--- config.mk ---
export PLATFORM = sky130hd
export DESIGN_NAME = ext_io_bridge
export DESIGN_NICKNAME = d
export VERILOG_FILES = /design/src/rtl/ext_io_bridge.sv
export SDC_FILE = /design/constraint.sdc
export NUM_CORES = 1
export LEC_CHECK = 0
export CORE_ASPECT_RATIO = 0.6
export CORE_MARGIN = 2
export CORE_UTILIZATION = 39
export CTS_BUF_LIST = sky130_fd_sc_hd__clkbuf_4 sky130_fd_sc_hd__clkbuf_8 sky130_fd_sc_hd__clkbuf_16
export CTS_CLUSTER_SIZE = 10
export DETAILED_ROUTE_END_ITERATION = 12
export PLACE_DENSITY = 0.8
export SLEW_MARGIN = 30
export SYNTH_ARGS = -nofsm -noshare
export SYNTH_HDL_FRONTEND = slang
export SYNTH_SLANG_ARGS = --single-unit
--- constraint.sdc ---
create_clock -name clk_in -period 4.6 [get_ports clk_in]
set_clock_uncertainty 0.15 [all_clocks]
set_input_delay 1.38 -clock clk_in [delete_from_list [all_inputs] [get_ports clk_in]]
set_output_delay 1.38 -clock clk_in [all_outputs]
set_load 0.005 [all_outputs]
--- src/rtl/ext_io_bridge.sv ---
// rtl/ext_io_bridge.sv - CPU external I/O request to registered device-cycle bridge
// Optional device timeout (TIMEOUT_CYCLES) is built in when EXT_IO_TIMEOUT_EN is defined.
module ext_io_bridge #(
   parameter int TIMEOUT_CYCLES = 256,
   parameter int PC_SZ          = 32,
   parameter int RSZ            = 32
) (
   input  logic             clk_in,
   input  logic             reset_in,
   input  logic             io_req,
   input  logic             io_rd,
   input  logic             io_wr,
   input  logic [PC_SZ-1:0] io_addr,
   input  logic [RSZ-1:0]   io_wr_data,
   output logic [RSZ-1:0]   io_rd_data,
   output logic             io_ack,
   output logic             io_ack_fault,
   output logic             dev_sel,
   output logic             dev_we,
   output logic [PC_SZ-1:0] dev_addr,
   output logic [RSZ-1:0]   dev_wdata,
   input  logic [RSZ-1:0]   dev_rdata,
   input  logic             dev_ready,
   input  logic             dev_err
);

   localparam logic [1:0] IDLE = 2'd0;
   localparam logic [1:0] BUSY = 2'd1;
   localparam logic [1:0] RESP = 2'd2;

   if (TIMEOUT_CYCLES < 2 || TIMEOUT_CYCLES > 65535) begin : g_bad_timeout
      $error("TIMEOUT_CYCLES out of range 2..65535");
   end

   logic [1:0]       state, state_nxt;
   logic             abandon, abandon_nxt, abandon_now;
   logic             req_ok, tmo_hit, done;
   logic             sel_nxt, we_nxt, ack_nxt, fault_nxt;
   logic [PC_SZ-1:0] addr_nxt;
   logic [RSZ-1:0]   wdata_nxt, rdata_nxt;

   assign req_ok      = (io_rd ^ io_wr) && (io_addr[1:0] == 2'b00);
   assign abandon_now = abandon || !io_req;
   assign done        = (state == BUSY) && (dev_ready || tmo_hit);

`ifdef EXT_IO_TIMEOUT_EN
   localparam logic [15:0] TMO_LAST = 16'(TIMEOUT_CYCLES - 1);
   logic [15:0] cnt, cnt_nxt;

   // dev_ready has priority: a timeout only fires on a cycle the device is not ready
   assign tmo_hit = (state == BUSY) && !dev_ready && (cnt == TMO_LAST);

   always_comb begin
      cnt_nxt = cnt;
      if (state == IDLE)
         cnt_nxt = '0;
      else if (state == BUSY && !dev_ready && cnt != 16'hFFFF)
         cnt_nxt = cnt + 16'd1;
   end

   always_ff @(posedge clk_in or posedge reset_in) begin
      if (reset_in) cnt <= '0;
      else          cnt <= cnt_nxt;
   end
`else
   assign tmo_hit = 1'b0;
`endif

   always_ff @(posedge clk_in or posedge reset_in) begin
      if (reset_in) state <= IDLE;
      else          state <= state_nxt;
   end

   always_comb begin
      state_nxt = IDLE;
      case (state)
         IDLE:    state_nxt = !io_req ? IDLE : (req_ok ? BUSY : RESP);
         BUSY:    state_nxt = !done ? BUSY : (abandon_now ? IDLE : RESP);
         RESP:    state_nxt = IDLE;
         default: state_nxt = IDLE;
      endcase
   end

   // Next values of the registered outputs; CPU response is zero unless entering RESP
   always_comb begin
      sel_nxt     = dev_sel;
      we_nxt      = dev_we;
      addr_nxt    = dev_addr;
      wdata_nxt   = dev_wdata;
      ack_nxt     = 1'b0;
      fault_nxt   = 1'b0;
      rdata_nxt   = '0;
      abandon_nxt = abandon;
      case (state)
         IDLE: begin
            abandon_nxt = 1'b0;
            if (io_req && req_ok) begin
               sel_nxt   = 1'b1;
               we_nxt    = io_wr;
               addr_nxt  = io_addr;
               wdata_nxt = io_wr_data;
            end else if (io_req) begin
               ack_nxt   = 1'b1;
               fault_nxt = 1'b1;
            end
         end
         BUSY: begin
            abandon_nxt = abandon_now;
            if (dev_ready) begin
               sel_nxt   = 1'b0;
               ack_nxt   = !abandon_now;
               fault_nxt = !abandon_now && dev_err;
               if (!abandon_now && !dev_we && !dev_err)
                  rdata_nxt = dev_rdata;
            end else if (tmo_hit) begin
               sel_nxt   = 1'b0;
               ack_nxt   = !abandon_now;
               fault_nxt = !abandon_now;
            end
         end
         default: ;
      endcase
   end

   always_ff @(posedge clk_in or posedge reset_in) begin
      if (reset_in) begin
         dev_sel      <= 1'b0;
         dev_we       <= 1'b0;
         dev_addr     <= '0;
         dev_wdata    <= '0;
         io_ack       <= 1'b0;
         io_ack_fault <= 1'b0;
         io_rd_data   <= '0;
         abandon      <= 1'b0;
      end else begin
         dev_sel      <= sel_nxt;
         dev_we       <= we_nxt;
         dev_addr     <= addr_nxt;
         dev_wdata    <= wdata_nxt;
         io_ack       <= ack_nxt;
         io_ack_fault <= fault_nxt;
         io_rd_data   <= rdata_nxt;
         abandon      <= abandon_nxt;
      end
   end

endmodule

==> reports/results.txt <==
Status = finished clean
Register Area = 2580 um^2
Clk sink count = 103
Final Core Density = 67.4%
Cells after synthesis = 231
IO Pins = 203
Worst slew margin = 43.5%
Total track usage = 17.8%
Cell area power density = 437 nW/um^2
Psw = 0.000639 W
Cts bufs inserted = 9
Hold WC Path Type = reg -> reg
Final setup fails = 0
Fillers = 676
Worst Setup Path Type = in -> reg
Comb power frac = 28.4%
Switching share of power = 23.2%
Clk pwr share = 27.8%
Clk slew on worst S/H paths = 0.07 ns
DRC viols = 0
Hold Worst Slack = 0.337 ns
Drt wl/cell = 16.1 um
Critical-path top delay cell = clkdlybuf4s50_1
Largest family of logic cells by synthesized area = multiplexers
Arr. time, crit path = 3.33 ns
DIE AREA = 10700 um^2
Vias per cell = 4.45
Power Internal = 0.00212 W
Distinct cells, synth = 22
Crit-path max FO = 45
Crit-path cells = clkdlybuf4s50_1, xor2_1, nand3_4, buf_12, mux2_4
Crit. End Element = flip-flop
Die Ht = 80.8 um
Die Width = 132 um
Initial Utilization = 40.9%
Worst-Margin Slew = 0.847 ns
# rows = 27
Antenna cells = 0
Max-capacitance violation count = 0
Initial antenna violation count = 0
First-pass GRT wire length = 14.5 mm
Clock buffer depth = 2
Vias = 2545
Routed Antenna Nets = 0
Total Wirelength = 9.20 mm
# nets final = 541
Pre-Repair DR Iteration Count = 4
Multi-input logic area = 1180 um^2
Post-synth net total = 334
Mux contribution to synthesized area = 21.1%
Worst-Skew Late Latency = 0.33 ns
CTS tree = yes
Buffers added on ports = 202
Post-synthesis adder-cell area fraction = 0%
Commonest non-fill, non-tap cell in the layout = clkdlybuf4s50_1
Vias in the first global route = 2741
Syn_area_per_cell = 16.6 um^2
Max VDD drop = 0.241 mV
Required time worst endpoint = 4.67 ns
Iter 0 DRT Violations = 92
Seq/Total Area, Yosys = 67.3%
Post-synthesis simple-gate area fraction = 8.13%
Area Overhead vs Synth = 64.5%
Clk root buf = clkbuf_16
Overflow left after global routing = 0
Core ar. = 9360 um^2
Final Slew Violations = 0
Final Critical Period = 3.26 ns
Final Hold Viols = 0
Yosys reg bits = 103
Final period util = 70.9%
Gpl congestion = 0.774
Critical path launch point type = input port
Ys Warns = 0
Achievable Freq = 0.307 GHz
Final Non-Filler Cells = 572
H-tree levels = 3
Synth Area in XOR/XNOR = 0.229%
CTS resizes = 0
Post-Synthesis Cell Area = 3830 um^2
Post-CTS setup repair buffer count = 0
Seq pwr share = 43.9%
Unrepaired setup endpoints after global routing = no
Commonest non-fill, non-tap cells in the layout = clkdlybuf4s50_1, dfrtp_1, mux2_2
Largest net degree at the start of global routing = 70
DP HPWL = 6.87 mm
Compound-cell area share of the yosys netlist = 1.08%
Peak per-stage delay on the critical path = 0.50 ns
Placed insts = 557
Layout cells sized above 1 = 19.9%
# hold bufs at CTS = 0
Leak = 2.85 nW
Final setup TNS = 0 ns
Overall power = 0.00275 W
Register-to-register setup slack = 2.52 ns
[worst max-delay path: cells and delay by family]
kind / cells / cell delay, ns
XOR/XNOR: 1 / 0.32
buffers and inverters: 2 / 0.85
multiplexers: 1 / 0.33
AND/OR/NAND/NOR: 1 / 0.41
[logic make-up (layout without fill, tap and decap cells)]
logic type	after synthesis	count (layout)
flip-flops	103	103
multiplexers	63	63
AND/OR/NAND/NOR	44	44
buffers and inverters	13	224
AO/OA/AOI/OAI	7	7
XOR/XNOR	1	1
[layer usage]
metal	up-vias	wire length, um	share of wire (%)	GRT usage (%)
li1	1181	-	-	-
met1	1229	3770	41	21.1
met3	4	1110	12	10.2
met5	-	0	0	0
met2	131	4270	46	28.7
met4	0	42	0.46	3.59
[power groups by stage]
| stage | registers [W] | clock network, W | logic (W) |
|---|---|---|---|
| 5_1_grt | 0.00124 | 0.000832 | 0.000833 |
| 2_1_floorplan | 0.00123 | 0 | 0.000241 |
| 4_1_cts | 0.00121 | 0.000789 | 0.000795 |
| 6_report | 0.00121 | 0.000765 | 0.000781 |
| 3_3_place_gp | 0.00122 | 0 | 0.000770 |
| 3_5_place_dp | 0.00122 | 0 | 0.000787 |
[final timing paths]
| path | start | end | depth (start not counted) |
|---|---|---|---|
| max in group asynchronous | reset_in | io_rd_data[24] | 3 |
| max | io_wr | dev_addr[14] | 5 |
| min | dev_addr[0] | dev_addr[0] | 1 |
| min in group asynchronous | reset_in | dev_wdata[16] | 2 |
| max reg2reg | state[0] | dev_addr[14] | 4 |
| min reg2reg | dev_addr[0] | dev_addr[0] | 1 |
[final cells by class]
cell class,count,area share (%)
Sequential cell,103,40.9
Timing Repair Buffer,206,32.8
Multi-Input combinational cell,115,18.7
Clock buffer,10,3.79
Tap cell,130,2.58
Clock inverter,5,1.03
Inverter,3,0.218
[registers in the layout, summed over array words and instances (netlist names)]
register and cells:
dev_we 1, state 2, io_ack_fault 1, dev_wdata 32, dev_addr 32, io_ack 1
dev_sel 1, abandon 1, io_rd_data 32
[cells in the mapped netlist]
| cell type | instances | area share [%] |
|---|---|---|
| nand2b_1 | 2 | 0.33 |
| nand4bb_4 | 1 | 0.72 |
| mux2_4 | 26 | 10 |
| inv_1 | 3 | 0.29 |
| or2_2 | 1 | 0.16 |
| nor3b_2 | 1 | 0.33 |
| xor2_1 | 1 | 0.23 |
| a21o_1 | 1 | 0.20 |
| and2_1 | 34 | 5.6 |
| nor4b_4 | 1 | 0.62 |
| dfrtp_1 | 103 | 67 |
| nand2_1 | 1 | 0.098 |
| nor2_1 | 2 | 0.20 |
| nand3_1 | 1 | 0.13 |
| mux2_2 | 37 | 11 |
| clkbuf_1 | 1 | 0.098 |
| a21oi_1 | 3 | 0.39 |
| o22a_1 | 1 | 0.23 |
| o21ai_0 | 2 | 0.26 |
| buf_6 | 4 | 1.2 |
| buf_2 | 3 | 0.39 |
| clkbuf_2 | 2 | 0.26 |
[per-stage QoR]
stage               setup slack (ns)  instance area, um^2
CTS                             1.34                 6300
floorplan                      0.366                 3830
global placement                1.03                 6000
global route                    1.27                 6300
detailed placement             0.970                 6000
finish                          1.34                 6300
Note: power is estimated with default switching activity, not from simulation.
